**src/rtl/kgp_risc_pkg.sv**
```systemverilog
// Shared KGP_RISC definitions: fetch sequencer states, PC width and branch-type decode encodings.
package kgp_risc_pkg;

  typedef enum logic [1:0] {
    BOOT     = 2'd0,
    RUN      = 2'd1,
    REDIRECT = 2'd2,
    HALTED   = 2'd3
  } pc_state_e;

  localparam int PC_W_DEF = 10;

  localparam logic [2:0] OPC_BRANCH = 3'b011;
  localparam logic [3:0] FC_CALL    = 4'd9;
  localparam logic [3:0] FC_RET     = 4'd10;

endpackage

```
**src/rtl/ras_stack.sv**
```systemverilog
// Circular return-address stack; a push when full overwrites the oldest entry.
module ras_stack #(
  parameter int DEPTH = 4,
  parameter int W     = 10
) (
  input  logic         clk,
  input  logic         rst_n,
  input  logic         push,
  input  logic         pop,
  input  logic [W-1:0] push_data,
  output logic [W-1:0] top,
  output logic         empty,
  output logic         full,
  output logic         err
);

  localparam int AW = $clog2(DEPTH);
  localparam logic [AW:0] FULL_CNT = (AW + 1)'(DEPTH);

  logic [W-1:0]  mem [DEPTH];
  logic [AW-1:0] wr_ptr;
  logic [AW:0]   count;
  logic [AW:0]   count_n;

  // An empty pop yields 0 rather than stale contents.
  assign top = empty ? '0 : mem[wr_ptr - 1'b1];

  always_comb begin
    count_n = count;
    if (push) count_n = (count == FULL_CNT) ? count : count + 1'b1;
    else if (pop && count != '0) count_n = count - 1'b1;
  end

  always_ff @(posedge clk or negedge rst_n) begin
    if (!rst_n) begin
      for (int i = 0; i < DEPTH; i++) mem[i] <= '0;
      wr_ptr <= '0;
      count  <= '0;
      empty  <= 1'b1;
      full   <= 1'b0;
      err    <= 1'b0;
    end else begin
      if (push) begin
        mem[wr_ptr] <= push_data;
        wr_ptr      <= wr_ptr + 1'b1;
      end else if (pop) begin
        if (count == '0) err <= 1'b1;
        else wr_ptr <= wr_ptr - 1'b1;
      end
      count <= count_n;
      empty <= (count_n == '0);
      full  <= (count_n == FULL_CNT);
    end
  end

endmodule

```
**src/rtl/pc_sequencer.sv**
```systemverilog
// Fetch PC sequencer with redirect flush and return-address tracking.
// PC_SEQ_RAS_EN selects the full ras_stack; otherwise a single legacy return register is used.
module pc_sequencer
  import kgp_risc_pkg::*;
#(
  parameter int PC_W         = PC_W_DEF,
  parameter int RAS_DEPTH    = 4,
  parameter int FLUSH_CYCLES = 2
) (
  input  logic            clk,
  input  logic            rst_n,
  input  logic            stall,
  input  logic            halt,
  input  logic            br_valid,
  input  logic            br_taken,
  input  logic [PC_W-1:0] br_target,
  input  logic [PC_W-1:0] br_pc,
  input  logic            br_call,
  input  logic            br_ret,
  output logic [PC_W-1:0] pc,
  output logic            pc_valid,
  output logic            flush,
  output logic            ras_empty,
  output logic            ras_full,
  output logic            ras_err
);

  // state    | meaning
  // BOOT     | out of reset, pc=0 not yet valid
  // RUN      | live fetch, pc advances unless stalled
  // REDIRECT | wrong-path squash, pc parked on target
  // HALTED   | fetch stopped until reset

  pc_state_e       state;
  logic [2:0]      flush_cnt;
  logic            redirect_req;
  logic            push;
  logic            pop;
  logic [PC_W-1:0] ret_addr;
  logic [PC_W-1:0] ras_top;
  logic [PC_W-1:0] redirect_pc;

  // Redirects only come from RUN; in REDIRECT br_valid belongs to a squashed slot.
  assign redirect_req = (state == RUN) && !halt && br_valid && br_taken;
  assign push         = redirect_req && br_call;
  assign pop          = redirect_req && br_ret && !br_call;
  assign ret_addr     = br_pc + 1'b1;
  assign redirect_pc  = pop ? ras_top : br_target;

  always_ff @(posedge clk or negedge rst_n) begin
    if (!rst_n) begin
      state     <= BOOT;
      pc        <= '0;
      pc_valid  <= 1'b0;
      flush     <= 1'b0;
      flush_cnt <= '0;
    end else begin
      case (state)
        BOOT: begin
          state    <= RUN;
          pc_valid <= 1'b1;
        end
        RUN: begin
          if (halt) begin
            state    <= HALTED;
            pc_valid <= 1'b0;
          end else if (redirect_req) begin
            state     <= REDIRECT;
            pc        <= redirect_pc;
            pc_valid  <= 1'b0;
            flush     <= 1'b1;
            flush_cnt <= 3'(FLUSH_CYCLES);
          end else if (!stall) begin
            pc <= pc + 1'b1;
          end
        end
        REDIRECT: begin
          if (halt) begin
            state <= HALTED;
            flush <= 1'b0;
          end else if (flush_cnt == 3'd1) begin
            state    <= RUN;
            flush    <= 1'b0;
            pc_valid <= 1'b1;
          end else begin
            flush_cnt <= flush_cnt - 3'd1;
          end
        end
        default: begin
          pc_valid <= 1'b0;
          flush    <= 1'b0;
        end
      endcase
    end
  end

`ifdef PC_SEQ_RAS_EN
  ras_stack #(.DEPTH(RAS_DEPTH), .W(PC_W)) u_ras (
    .clk       (clk),
    .rst_n     (rst_n),
    .push      (push),
    .pop       (pop),
    .push_data (ret_addr),
    .top       (ras_top),
    .empty     (ras_empty),
    .full      (ras_full),
    .err       (ras_err)
  );
`else
  logic [PC_W-1:0] ra;
  logic            ra_valid;
  logic            ra_err;

  // Legacy ra: returns read without clearing, so ra stays valid once written.
  always_ff @(posedge clk or negedge rst_n) begin
    if (!rst_n) begin
      ra       <= '0;
      ra_valid <= 1'b0;
      ra_err   <= 1'b0;
    end else begin
      if (push) begin
        ra       <= ret_addr;
        ra_valid <= 1'b1;
      end
      if (pop && !ra_valid) ra_err <= 1'b1;
    end
  end

  assign ras_top   = ra;
  assign ras_empty = !ra_valid;
  assign ras_full  = ra_valid;
  assign ras_err   = ra_err;
`endif

endmodule
```
**config.mk**
```make
export PLATFORM = sky130hd
export DESIGN_NAME = pc_sequencer
export DESIGN_NICKNAME = d
export VERILOG_FILES = /design/src/rtl/kgp_risc_pkg.sv /design/src/rtl/ras_stack.sv /design/src/rtl/pc_sequencer.sv
export SDC_FILE = /design/constraint.sdc
export NUM_CORES = 1
export LEC_CHECK = 0
export BUFFER_PORTS_ARGS = -buffer_cell sky130_fd_sc_hd__buf_2
export CAP_MARGIN = 20
export CORE_UTILIZATION = 58
export DETAILED_ROUTE_END_ITERATION = 8
export PLACE_DENSITY = 0.85
export SYNTH_ARGS = -nofsm -noshare
export SYNTH_HDL_FRONTEND = slang
export SYNTH_SLANG_ARGS = --single-unit
```
**constraint.sdc**
```tcl
create_clock -name clk -period 3.3 [get_ports clk]
set_clock_uncertainty 0.15 [all_clocks]
set_input_delay 0.66 -clock clk [delete_from_list [all_inputs] [get_ports clk]]
set_output_delay 0.66 -clock clk [all_outputs]
set_load 0.02 [all_outputs]
```
==> run summary <==
The run finished with clean final reports. The synthesized netlist devotes 3.79% of its cell area to XOR and XNOR gates. TritonCTS built the clock tree. The number of I/O port buffers came out at 42.

The post-synthesis area per instance is just over 9 sq um. In this run the biggest area consumer among cell types represents slightly below 40% of the synthesized area. The post-synthesis mux area share came out at 4.06%.

Summed over all cells, the static leakage comes to 0.983 nW. The worst setup path is captured at a flop. The die covers ~0.0034 sq mm.

The global-route track usage on met3 is 5.27%. The detailed router finished its first iteration with 59 violations. The detailed-router iteration count before antenna repair is 4. For this run, the top clock speed supported by timing is ~430 MHz. The TritonCTS buffer count is 5. For the pin with the worst max-slew slack, the measured transition is 631 ps. Counting every sink on the clock net gives 29. The number of vias per cell after detailed routing is approximately 5.7. The number of nets still failing antenna checks after routing came out at 0. The most used flip-flop cell after synthesis is dfrtp_1. The endpoint arrival time on the critical path came out at roughly 2400 ps.

The critical setup path kind is reg -> reg. The share of post-route cells with drive strength above 1 is 24.9%. In the routed design, unresolved DRC markers number 0. The library cell used most frequently in the layout, excluding fill and tap cells, is buf_2. The top-level port count is 43. The initial antenna violation count came to 0. Power spread over the standard cell area amounts to 731 mW/mm^2. The worst voltage drop across the vdd grid is 404 uV.

The reported max-cap violation count came out at 0. The final cycle utilization of the critical path is 70.2%. In this run the critical register-to-register path is launched from state[1]$_DFFE_PN0P_. The post-cts resize count came out at 0. The count of yosys warnings during synthesis came out at 0. The global-route wire length before repair is roughly 6700 um. By area, the combinational part of the netlist is dominated by simple AND/OR/NAND/NOR gates. The die outline height came out at 58.4 um. The critical path starts at state[1]$_DFFE_PN0P_. The sequential element share of the synthesized area is 39.3%. The global routing usage on met2 came out at 40.7%.

After detailed routing, the average wire length per cell comes to 13.4 um. The synthesized netlist devotes 23.0% of its cell area to simple gates. The buffer count from post-CTS setup fixing is 0. The buffer cell driving the clock tree root is clkbuf_4. The worst pin sits at a relative slew slack of 57.9%.

The netlist area before placement is around 0.0018 sq mm. The total of endpoints with negative setup slack in the final report is 0. The global routing met1 resource utilization came out at 35.5%. The complex-gate fraction of the synthesized area came out at 19.6%. dfrtp_1 takes more of the synthesized area than any other cell. The number of global-route vias before repair came out at 1515.

The number of inserted diodes is 0. Across every metal layer, demand over resource in global routing totals 26.3%. In the layout the commonest cells are 42 x buf_2, 31 x nand2_1, 29 x dfrtp_1. Setup repair after global routing left no endpoint under its margin. The net count reported at finish came out at 276. The final weighted congestion in routability-driven placement came out at just under 0.9. The number of enable flip-flop cells after synthesis is 0.

The maximum level of the CTS H-tree came out at 2. At the placement stage, the worst setup path has a slack of 998 ps. The clock latency on the worst-skew pair is 330 ps. Compared with the post-synthesis result, the final layout area differs by 13.9%. The number of pins exceeding their max-slew limit in the final report is 0. The total of flip-flops plus latches after synthesis is 29. The required time at the endpoint of the critical path came out at 3350 ps. For this configuration, the core starts out at a cell density of 61.0%.

Cells fill 69.5% of the core in the end. The arithmetic-cell share of the synthesized area counting full adders, half adders and majority gates came out at 5.42%. The worst setup path is launched from a flop. The count of different cell masters after synthesis is 54. The proportion of synthesized flip-flops having asynchronous set or reset came out at 100%. The maximum number of pins on one net before global-route repair came out at 30. The number of hold buffers added after CTS is 0.

The count of fill cells added during filler insertion is 257. Subtracting the final worst setup slack from the clock period gives roughly 2300 ps. met2 is the most crowded layer. The min-delay analysis places its worst path in the category in -> async.

The total wirelength of the detailed-routed design came out at 3830 um. The clock-pin transition on the worst setup and hold timing paths is roughly 100 ps. The final HPWL from detailed placement came out at between 2000 and 3000 um.

The die span in x came out at 58.4 um. The buffer levels on the longest clock path came out at 2. Summed over all layers, the global routing overflow is 0.

The area of the core region came out at 0.00303 sq mm. In the final timing run, aggregate negative setup slack is 0 ps. The final-report hold violation count is 0. The final worst setup slack is 984 ps.

Detailed routing inserted a total of 1637 vias. Synthesis produced a netlist whose cell count is about 200. The number of standard-cell rows in the floorplan came out at 20. By area the synthesized netlist is led by dfrtp_1 39%, nand2_1 6.3%, ha_1 5.4%.

The top fanout value on the critical path is 15. The net count after synthesis came out at ~240.
## report_power, final
| part | switching, mW | internal [mW] | total (mW) |
|---|---|---|---|
| combinational | 0.386 | 0.292 | 0.678 |
| sequential | 0.145 | 0.513 | 0.658 |
| clock | 0.123 | 0.0809 | 0.204 |
## final timing paths
| check | depth (start not counted) | endpoint | slack, ps |
|---|---|---|---|
| worst max register to register | 6 | flush_cnt[2]$_DFFE_PN0P_ | 980 |
| worst min-delay path | 1 | pc[2]$_DFFE_PN0P_ | 180 |
| min in group clk | 1 | ras_err$_DFFE_PN0P_ | 310 |
| max in group asynchronous | 1 | ras_full$_DFFE_PN0P_ | 2390 |
| worst max-delay path | 6 | flush_cnt[2]$_DFFE_PN0P_ | 980 |
| worst min register to register | 1 | ras_err$_DFFE_PN0P_ | 310 |
## critical path: stages, from the launching register on
cell,delay (ps)
dfrtp_1,410
inv_1,90
ha_1,380
nand4b_1,520
and3_1,390
a31oi_1,150
o211ai_1,110
## synth_stat cells, types with 2 or more instances
library cell / instances
a21o_1: 2
a21oi_1: 8
a221o_1: 2
a31oi_1: 2
and3_1: 6
buf_2: 5
dfrtp_1: 29
ha_1: 8
inv_1: 8
mux2_2: 4
mux2i_1: 3
nand2_1: 31
nand2b_1: 2
nand3_1: 8
nand3b_1: 2
nand4_1: 6
nor2_1: 5
nor3_1: 2
nor4_1: 2
o211ai_1: 4
o21ai_0: 16
o2bb2ai_1: 2
o31ai_1: 2
or3_1: 4
xnor2_1: 2
xor2_1: 6
## stage by stage
| stage | cell area (sq um) | hold slack [ps] | std cells | power (mW) |
|---|---|---|---|---|
| after floorplan | 1850 | 214 | 199 | 1.15 |
| after global placement | 2050 | 289 | 277 | 1.32 |
| after detailed placement | 2050 | 292 | 277 | 1.34 |
| after CTS | 2110 | 201 | 285 | 1.55 |
| after global routing | 2110 | 227 | 285 | 1.67 |
| final | 2110 | 182 | 285 | 1.54 |
## layer usage
metal	vias up	wire (um)
met4	0	76
met5	-	0
li1	810	-
met1	762	1750
met3	11	192
met2	54	1810
## area by class of cell
| cell class | count | area, sq um | area share [%] |
|---|---|---|---|
| multi-input combinational | 154 | 1030 | 49.1 |
| sequential | 29 | 726 | 34.5 |
| timing repair buffer | 42 | 210 | 9.98 |
| tap | 44 | 55.1 | 2.61 |
| clock buffer | 6 | 41.3 | 1.96 |
| inverter | 8 | 30.0 | 1.43 |
| clock inverter | 2 | 10.0 | 0.475 |
## logic make-up after synthesis
group	Yosys count
buffers and inverters	16
adders and majority gates	8
AOI/OAI and AO/OA	53
DFF	29
muxes	7
xor gates and xnor gates	8
and+or+nand+nor	78
## flip-flops by register name, indices dropped and copies added, names as in the netlist
signal	flops
flush	1
flush_cnt	3
pc	10
pc_valid	1
ra	10
ras_err	1
ras_full	1
state	2
Power figures use the tool's default switching activity.
